<file path="config.mk">
export PLATFORM = sky130hd
export DESIGN_NAME = tx_credit_scheduler
export DESIGN_NICKNAME = d
export VERILOG_FILES = /design/src/rtl/tx_sched_pkg.sv /design/src/rtl/rr_select.sv /design/src/rtl/tx_credit_scheduler.sv
export SDC_FILE = /design/constraint.sdc
export NUM_CORES = 1
export LEC_CHECK = 0
export ABC_AREA = 1
export CORE_MARGIN = 2
export CORE_UTILIZATION = 58
export CTS_CLUSTER_DIAMETER = 150
export DETAILED_ROUTE_END_ITERATION = 7
export PLACE_DENSITY = 0.8
export SLEW_MARGIN = 5
export SYNTH_ARGS = -nofsm -noshare
export SYNTH_HDL_FRONTEND = slang
export SYNTH_SLANG_ARGS = --single-unit
</file>
<file path="constraint.sdc">
create_clock -name clk -period 8.9 [get_ports clk]
set_input_delay 0.89 -clock clk [delete_from_list [all_inputs] [get_ports clk]]
set_output_delay 0.89 -clock clk [all_outputs]
set_load 0.05 [all_outputs]
</file>
<file path="src/rtl/tx_sched_pkg.sv">
// ----------------------------------------------------------------------------
// tx_sched_pkg
// Shared types and defaults for the transmit credit scheduler.
//   fc_type_e : PCIe flow-control class carried with each request / update.
//   state_e   : grant FSM states.
// ----------------------------------------------------------------------------
package tx_sched_pkg;

    typedef enum logic [1:0] {
        FC_P    = 2'd0,
        FC_NP   = 2'd1,
        FC_CPL  = 2'd2,
        FC_RSVD = 2'd3
    } fc_type_e;

    typedef enum logic [1:0] {
        S_IDLE,
        S_GRANT,
        S_BUSY
    } state_e;

    // Number of real credit classes (FC_RSVD has no counters).
    localparam int NUM_FC     = 3;
    localparam int HDR_W_DEF  = 8;
    localparam int DATA_W_DEF = 12;

endpackage

</file>
<file path="src/rtl/rr_select.sv">
// ----------------------------------------------------------------------------
// rr_select
// Rotating-priority encoder: returns the first set bit of `elig` found when
// scanning upward from `ptr`, wrapping at N. Purely combinational.
//   elig  : candidate vector
//   ptr   : index with highest priority this cycle
//   sel   : chosen index (0 when nothing is eligible)
//   found : at least one candidate was eligible
// ----------------------------------------------------------------------------
module rr_select #(
    parameter int N  = 4,
    parameter int IW = 2
) (
    input  logic [N-1:0]  elig,
    input  logic [IW-1:0] ptr,
    output logic [IW-1:0] sel,
    output logic          found
);

    int idx;

    // NOTE: every signal driven here gets a default before any conditional
    // assignment, so no path leaves it unassigned and no latch is inferred.
    always_comb begin
        sel   = '0;
        found = 1'b0;
        idx   = 0;
        for (int k = 0; k < N; k++) begin
            idx = int'(ptr) + k;
            if (idx >= N) idx = idx - N;
            if (!found && elig[idx]) begin
                found = 1'b1;
                sel   = IW'(idx);
            end
        end
    end

endmodule

</file>
<file path="src/rtl/tx_credit_scheduler.sv">
// ----------------------------------------------------------------------------
// tx_credit_scheduler
// Arbitrates the single TLP-buffer write path between NUM_REQ sources while
// tracking header/data flow-control credits per class (P, NP, CPL).
//   clk, arst          : clock, synchronous active-high reset
//   req/req_type/req_data_cred : per-source pending flag, FC class, data need
//   gnt, gnt_idx, busy : one-hot grant pulse, last granted index, path owned
//   xfer_done          : granted TLP fully written, path released
//   fc_upd_*           : DLL credit return for one class
//   fc_overflow        : pulse when a return saturated a counter
// ----------------------------------------------------------------------------
module tx_credit_scheduler
    import tx_sched_pkg::*;
#(
    parameter int                NUM_REQ   = 4,
    parameter int                HDR_W     = HDR_W_DEF,
    parameter int                DATA_W    = DATA_W_DEF,
    parameter logic [HDR_W-1:0]  INIT_HDR  = HDR_W'(32),
    parameter logic [DATA_W-1:0] INIT_DATA = DATA_W'(256)
) (
    input  logic                        clk,
    input  logic                        arst,
    input  logic [NUM_REQ-1:0]          req,
    input  logic [2*NUM_REQ-1:0]        req_type,
    input  logic [DATA_W*NUM_REQ-1:0]   req_data_cred,
    output logic [NUM_REQ-1:0]          gnt,
    output logic [$clog2(NUM_REQ)-1:0]  gnt_idx,
    output logic                        busy,
    input  logic                        xfer_done,
    input  logic                        fc_upd_valid,
    input  logic [1:0]                  fc_upd_type,
    input  logic [HDR_W-1:0]            fc_upd_hdr,
    input  logic [DATA_W-1:0]           fc_upd_data,
    output logic                        fc_overflow
);

    localparam int IDX_W = $clog2(NUM_REQ);

    state_e             state;
    logic [IDX_W-1:0]   rr_ptr;
    logic [IDX_W-1:0]   sel;
    logic               found;

    logic [HDR_W-1:0]   hdr_avail  [NUM_FC];
    logic [DATA_W-1:0]  data_avail [NUM_FC];
    logic [HDR_W-1:0]   hdr_next   [NUM_FC];
    logic [DATA_W-1:0]  data_next  [NUM_FC];
    logic               sat_any;

    logic [NUM_REQ-1:0] fits;
    logic [NUM_REQ-1:0] is_p;
    logic [NUM_REQ-1:0] elig;
    logic               p_blocked;
    logic [1:0]         sel_type;
    logic [DATA_W-1:0]  sel_cred;

    // Credit check per requester; reserved type never matches a class.
    always_comb begin
        fits = '0;
        is_p = '0;
        for (int i = 0; i < NUM_REQ; i++) begin
            is_p[i] = (req_type[2*i +: 2] == FC_P);
            for (int t = 0; t < NUM_FC; t++) begin
                if (req_type[2*i +: 2] == 2'(t)) begin
                    fits[i] = (hdr_avail[t] != '0) &&
                              (data_avail[t] >= req_data_cred[DATA_W*i +: DATA_W]);
                end
            end
        end
    end

    // A starved posted TLP must not be overtaken by NP/CPL traffic.
    assign p_blocked = |(req & is_p & ~fits);

    always_comb begin
        elig = req & fits & (is_p | {NUM_REQ{~p_blocked}});
        if (state != S_IDLE) elig = '0;
    end

    rr_select #(
        .N  (NUM_REQ),
        .IW (IDX_W)
    ) u_rr_select (
        .elig  (elig),
        .ptr   (rr_ptr),
        .sel   (sel),
        .found (found)
    );

    always_comb begin
        sel_type = '0;
        sel_cred = '0;
        for (int i = 0; i < NUM_REQ; i++) begin
            if (sel == IDX_W'(i)) begin
                sel_type = req_type[2*i +: 2];
                sel_cred = req_data_cred[DATA_W*i +: DATA_W];
            end
        end
    end

    // Return and consumption on the same class combine at W+1 bits; the
    // extra bit flags saturation. Consumption cannot underflow because the
    // granted requester passed the credit check against the same counters.
    logic [HDR_W:0]  hdr_sum;
    logic [DATA_W:0] data_sum;
    logic            upd_hit;
    logic            use_hit;

    always_comb begin
        sat_any  = 1'b0;
        hdr_sum  = '0;
        data_sum = '0;
        upd_hit  = 1'b0;
        use_hit  = 1'b0;
        for (int t = 0; t < NUM_FC; t++) begin
            upd_hit  = fc_upd_valid && (fc_upd_type == 2'(t));
            use_hit  = found && (sel_type == 2'(t));
            hdr_sum  = {1'b0, hdr_avail[t]}
                     + (upd_hit ? {1'b0, fc_upd_hdr} : '0)
                     - (use_hit ? (HDR_W+1)'(1) : '0);
            data_sum = {1'b0, data_avail[t]}
                     + (upd_hit ? {1'b0, fc_upd_data} : '0)
                     - (use_hit ? {1'b0, sel_cred} : '0);
            hdr_next[t]  = hdr_sum[HDR_W]   ? '1 : hdr_sum[HDR_W-1:0];
            data_next[t] = data_sum[DATA_W] ? '1 : data_sum[DATA_W-1:0];
            sat_any = sat_any | hdr_sum[HDR_W] | data_sum[DATA_W];
        end
    end

    // NOTE: state is updated with non-blocking assignments so every register
    // samples the pre-edge values and simulation order cannot matter.
    always_ff @(posedge clk) begin
        if (arst) begin
            state       <= S_IDLE;
            gnt         <= '0;
            gnt_idx     <= '0;
            busy        <= 1'b0;
            fc_overflow <= 1'b0;
            rr_ptr      <= '0;
            // NOTE: the credit arrays are architectural state and must come
            // out of reset at their initial allotment, so they are reset
            // explicitly (unlike a data-path memory would be).
            for (int t = 0; t < NUM_FC; t++) begin
                hdr_avail[t]  <= INIT_HDR;
                data_avail[t] <= INIT_DATA;
            end
        end else begin
            for (int t = 0; t < NUM_FC; t++) begin
                hdr_avail[t]  <= hdr_next[t];
                data_avail[t] <= data_next[t];
            end
            fc_overflow <= sat_any;

            case (state)
                S_IDLE: begin
                    gnt <= '0;
                    if (found) begin
                        state   <= S_GRANT;
                        gnt     <= NUM_REQ'(1) << sel;
                        gnt_idx <= sel;
                        busy    <= 1'b1;
                        rr_ptr  <= (sel == IDX_W'(NUM_REQ - 1)) ? '0 : sel + 1'b1;
                    end
                end
                S_GRANT: begin
                    gnt <= '0;
                    if (xfer_done) begin
                        state <= S_IDLE;
                        busy  <= 1'b0;
                    end else begin
                        state <= S_BUSY;
                    end
                end
                S_BUSY: begin
                    if (xfer_done) begin
                        state <= S_IDLE;
                        busy  <= 1'b0;
                    end
                end
                default: begin
                    state <= S_IDLE;
                    gnt   <= '0;
                    busy  <= 1'b0;
                end
            endcase
        end
    end

endmodule

</file>
# After elaboration in Yosys (flattened, before gate mapping)
# Memories as Yosys holds them, arrays and structs flattened.
# Cells that the tools add are included.
# classes
add_sub_neg,20
n_mul,0
div,0
magnitude_cmp,20
n_eq_ne,20
shift,1
n_mux,82
bitwise,18
n_reduce_logical,41
# ops
operator,count
two-way mux 12 bit,16
>= comparator 12 bit,12
less-than comparator 32 x 4 -> 1 bit (second input constant),4
two-way mux 32 bit,4
>= comparator 32 x 4 -> 1 bit (second input constant),3
subtractor 32 x 4 -> 32 bit (second input constant),3
two-way mux 8 bit,9
adder 12 x 12 -> 13 bit,3
subtractor 13 x 12 -> 13 bit,3
two-way mux 1 bit,32
adder 8 x 8 -> 9 bit,3
subtractor 9 x 1 -> 9 bit,3
two-way mux 2 bit,12
nonzero test 8 bit,3
logical AND 1 bit,21
equality test 2 bit (second input constant),9
bitwise AND 4 bit,4
equality test 2 x 1 -> 1 bit (second input constant),8
zero test 2 bit,8
OR 1 bit,11
binary-select mux 1 bit (select 2 bit),4
two-way mux 4 bit,2
case mux 4 bit (2 select lines),1
adder 2 x 2 -> 3 bit (second input constant),2
17 further kinds,22
# totals
ff_bits,12
latchBits,0
mem_bits_rw,60
mem_bits_ro,0
input_bits,86
out_inout_bits,8
elab_cells,210
n_memories,2
# memory_table
name,depth,width,rd,rd_clocked_by_memory_dff,wr,line,rtl
data_avail,3,12,3,0,3,tx_credit_scheduler.sv:45,logic [DATA_W-1:0] data_avail [NUM_FC];
hdr_avail,3,8,3,0,3,tx_credit_scheduler.sv:44,logic [HDR_W-1:0] hdr_avail [NUM_FC];

# Longest topological paths before layout
# An unclocked memory read counts as a cell.
# logic_depth
depth_word,40
depth_mapped,55
mapped_depth_nobuf,55

# Cells and area by module
# Synthesis repeated with hierarchy kept, for this count alone.
# hier_totals
cells_unflattened,1710
area_unflattened_um2,11479.8
# modules_own_cells
mod,n_inst,cells_each,area_per_inst_um2,seq_area_each_um2
tx_credit_scheduler,1,1651,11160.7,1441.4
rr_select,1,59,319.1,0.0

# Least setup slack after synthesis
# OpenSTA, ideal clock, no wires.
# synth_path
kind,input port to flip-flop
from,in req_data_cred[23]
to,reg fc_overflow
setup_time_ns,0.110
t_arrival_ns,6.751
required_time_ns,8.790
path_slack_ns,2.040
path_stages,47
path_buffers,0
path_cell_list,inv_1 > ha_1 > a21oi_1 > o21ai_0 > nor2_1 > nand2_1 > nand2_1 > nand3_1 > nor2_1 > nor2_2 > nand2_2 > nand2_1 > nand3_1 > nand3_1 > nand2_2 > nand2_2 > nor2_2 > nand2_4 > [... 11 more ...] > fa_1 > nor2_1 > o21ai_1 > nand2_1 > nand2_1 > nand2_1 > a21oi_1 > o21ai_1 > nand2_1 > o21ai_1 > a21oi_1 > o21bai_1 > or2_1 > nand2_1 > inv_1 > nand3_1 > nand2_1 > inv_1
# synth_via
elab_chain_len,39
# synth_rtl
element,line,rtl
start: declaration,tx_credit_scheduler.sv:25,"input logic [DATA_W*NUM_REQ-1:0] req_data_cred,"
>= comparator 12 bit,tx_credit_scheduler.sv:66,(data_avail[t] >= req_data_cred[DATA_W*i +: DATA_W]);
logical AND 1 bit,tx_credit_scheduler.sv:65,fits[i] = (hdr_avail[t] != '0) &&
two-way mux 1 bit (2 in series),tx_credit_scheduler.sv:64,if (req_type[2*i +: 2] == 2'(t)) begin
two-way mux 1 bit *,tx_credit_scheduler.sv:64,
inverter 4 bit,tx_credit_scheduler.sv:73,assign p_blocked = |(req & is_p & ~fits);
bitwise AND 4 bit,tx_credit_scheduler.sv:73,
OR reduction 4 bit,tx_credit_scheduler.sv:73,
inverter 1 bit,tx_credit_scheduler.sv:76,elig = req & fits & (is_p | {NUM_REQ{~p_blocked}});
[... 16 more ...],-,
via sel[0],tx_credit_scheduler.sv:41,logic [IDX_W-1:0] sel;
zero test 2 bit,tx_credit_scheduler.sv:94,if (sel == IDX_W'(i)) begin
two-way mux 2 bit (4 in series),tx_credit_scheduler.sv:94,
zero test 2 bit,tx_credit_scheduler.sv:117,use_hit = found && (sel_type == 2'(t));
logical AND 1 bit,tx_credit_scheduler.sv:117,
two-way mux 12 bit / two-way mux 1 bit (equally long branches),"tx_credit_scheduler.sv:123, tx_credit_scheduler.sv:120",
subtractor 13 x 12 -> 13 bit / subtractor 9 x 1 -> 9 bit (equally long branches),"tx_credit_scheduler.sv:123, tx_credit_scheduler.sv:120",
OR 1 bit (4 in series),tx_credit_scheduler.sv:126,sat_any = sat_any | hdr_sum[HDR_W] | data_sum[DATA_W];
OR 1 bit *,tx_credit_scheduler.sv:126,
end signal: assignment,tx_credit_scheduler.sv:152,fc_overflow <= sat_any;
end: declaration,tx_credit_scheduler.sv:34,output logic fc_overflow
# Mark *: on every way through the listed nets, which the timed path passes. The rest lies on a longest branch. The select of a mux whose other input is x is not followed.
# A chain may end at the register's enable or synchronous reset.

# Final worst setup path
# layout_path
from,in req_data_cred[46]
to,reg fc_overflow
# The elaborated chain is that of the path after synthesis.

==> results by group <==
Timing
  • Fin. Hold Viols: 0
  • Fmax: 119.5 MHz
  • Clock skew: 0.007730 ns
  • Setup TNS: 0 ns
  • RSZ-0062 raised after global routing: no
  • Final setup violation count: 0
  • PnR worst setup slack: 0.5302 ns
  • Crit path time final: 8.370 ns
  • Worst slew margin: 62.14%
  • Worst Tran Pin Value: 0.5661 ns
  • Pins Over Slew Limit: 0
  • Final period util: 94.04%

Floorplan
  • Placement row count: 50
  • Starting density of the core: 58.79%
  • Ports: 94
  • DIE AREA: 19,950 um2
  • Core area: 18,580 um2
  • Die width: 141.2 um
  • DIE HEIGHT: 141.2 um

Drt
  • DRT Wirelength: 30,230 um
  • Initial DRT Pass Iterations: 5
  • Met3 WL: 1738 um
  • Via count: 10,650
  • DRC viols: 0
  • DR WL/cell: 15.35 um
  • Via density: 5.407
  • Met2 wire length: 13,790 um
  • M1 WL: 13,570 um
  • 1st-iter DRT viols: 876
  • Post-route antenna net violation count: 0
  • Max layer used: met4

Clock tree
  • Clock buffer depth: 2
  • Root Buffer: clkbuf_16
  • Clk sinks: 72
  • CTS buffer count: 9
  • Post-CTS Hold Fix Bufs: 0
  • Worst-path clk slew: 0.06 ns
  • CTS tree: yes
  • H-tree Lvls: 3
  • Worst skew pair latency: 0.35 ns
  • Setup bufs post-CTS: 0
  • CTS resizes: 0

Critical path
  • Worst Path Arrival: 8.62 ns
  • Crit-path max cell delay: 0.54 ns
  • Setup crit start kind: input port
  • Crit-path max FO: 12
  • Crit path capture type: register
  • Slowest cell on crit path: clkdlybuf4s50_1
  • Flop2flop setup slack: 1.14 ns
  • Most frequent CP cell: nand2_1
  • Critical Path RT: 9.15 ns
  • Worst Setup Path Type: in -> reg

Place
  • Final Wtd Congestion: 0.9375
  • DP HPWL: 25,450 um
  • Placed Area: 12,150 um2
  • IO buf count: 93
  • Pre-CTS setup slack: 0.1243 ns

Global route
  • Vias in the first global route: 10,090
  • First-pass GRT wire length: 48,860 um
  • Largest net degree at the start of global routing: 34
  • Total grt overflow: 0
  • GRT Resource Usage Total: 31.01%
  • Antenna violations before repair: 0

Synth
  • Cells after synthesis: 1,635
  • Post-synth ARST share: 0%
  • Synthesized cell area: 10,920 um2
  • Post-synth cell types: 42
  • Yosys warnings: 0
  • #FFs+latches synth: 72
  • Most used DFF post-synth: dfxtp_1
  • Post-synth EDFFs: 0
  • Post-Syn Area per Cell: 6.681 um2
  • Syn nets: 1,998
  • Sequential share of the synthesized area: 13.20%

Run
  • Max_cap viols: 0

Final layout
  • Fraction of layout cells with a size suffix above 1: 3.744%
  • Fill cells: 1,652
  • Register area: 1441 um2
  • Design area: 12,480 um2
  • Antenna cells: 0
  • Footprint of the multi-input gates: 7953 um2
  • Count of nets after finishing: 2,094
  • Area growth syn-to-layout: 14.25%

Hold path
  • Hold Path Class: reg -> reg

Status
  • Status: finished, final reports clean
==> cell usage in the layout (no fill, tap or decap), drive strengths merged, types with 29 or more instances in the layout <==
cell type        n
a21oi          126
clkdlybuf4s50   93
dfxtp           72
fa              39
ha             238
inv            390
nand2          350
nand3           67
nor2           133
o21ai           74
xor2            29
==> per-stage QoR <==
stage               hold WS (ns)  util [%]  cells
finish                    0.4662     67.16   1970
CTS                       0.4698     67.14   1970
global route              0.4907     67.16   1970
detailed placement        0.4598     65.41   1954
floorplan                 0.4558         -   1635
global placement          0.4574     65.41   1954
==> worst max-delay path: cells and delay by family <==
family	cells	cell delay, ns
simple gates	30	3.73
buf+inv	9	1.58
fa+ha+maj	4	1.56
compound gates	6	0.88
==> per-layer routing <==
metal	up-vias	track usage (%)
met5	-	0
met4	0	12.63
met3	68	2.649
met2	346	51.66
met1	4875	41.53
li1	5362	-
==> area by class of cell <==
type	instances	area share, %
Multi-Input combinational cell	1156	63.73
Inverter	388	11.69
Sequential cell	72	11.55
Timing Repair Buffer	104	8.121
Tap cell	234	2.346
Clock buffer	10	1.835
Clock inverter	6	0.7319
==> cells in the mapped netlist (6+ instances only) <==
master    number  area [um2]
o211ai_1       6       45.04
nand3_1       66       330.3
fa_1          39       780.8
or2_2          8       50.05
o21ai_1        7       35.03
ha_1         238        2978
nor3_1         7       35.03
xor2_1        29       254.0
a22oi_1        7       52.55
nand4_1       19       118.9
nor2_1       116       435.4
o22ai_1       10       62.56
o21bai_1       6       45.04
xnor2_1       12       105.1
a21oi_1      126       630.6
clkbuf_1      16       60.06
nand2_1      344        1291
nor2_2        16       100.1
dfxtp_1       72        1441
o21ai_0       67       335.3
inv_1        384        1441
==> worst paths after layout <==
check,from,cells past startpoint,endpoint
setup reg to reg,data_avail[0][9],46,fc_overflow
hold reg to reg,gnt[3],2,gnt[3]
hold / removal,gnt[3],2,gnt[3]
setup / recovery,req_data_cred[46],49,fc_overflow
==> flip-flops by register name (all words and copies together), names as in the netlist <==
name / count
gnt_idx: 2
fc_overflow: 1
state: 2
hdr_avail: 24
gnt: 4
rr_ptr: 2
busy: 1
data_avail: 36
==> logic make-up (layout without fill, tap and decap cells) <==
kind of cell,after synthesis,in the layout,share of synthesized area [%]
buffers and inverters,407,508,14.09
xor gates and xnor gates,41,41,3.287
DFF,72,72,13.20
AOI/OAI and AO/OA,243,243,12.00
and+or+nand+nor,595,595,23.01
adders and majority gates,277,277,34.41
Power is not shown: default switching activity piles up to over one toggle a cycle in this logic, so the estimate is an artifact.
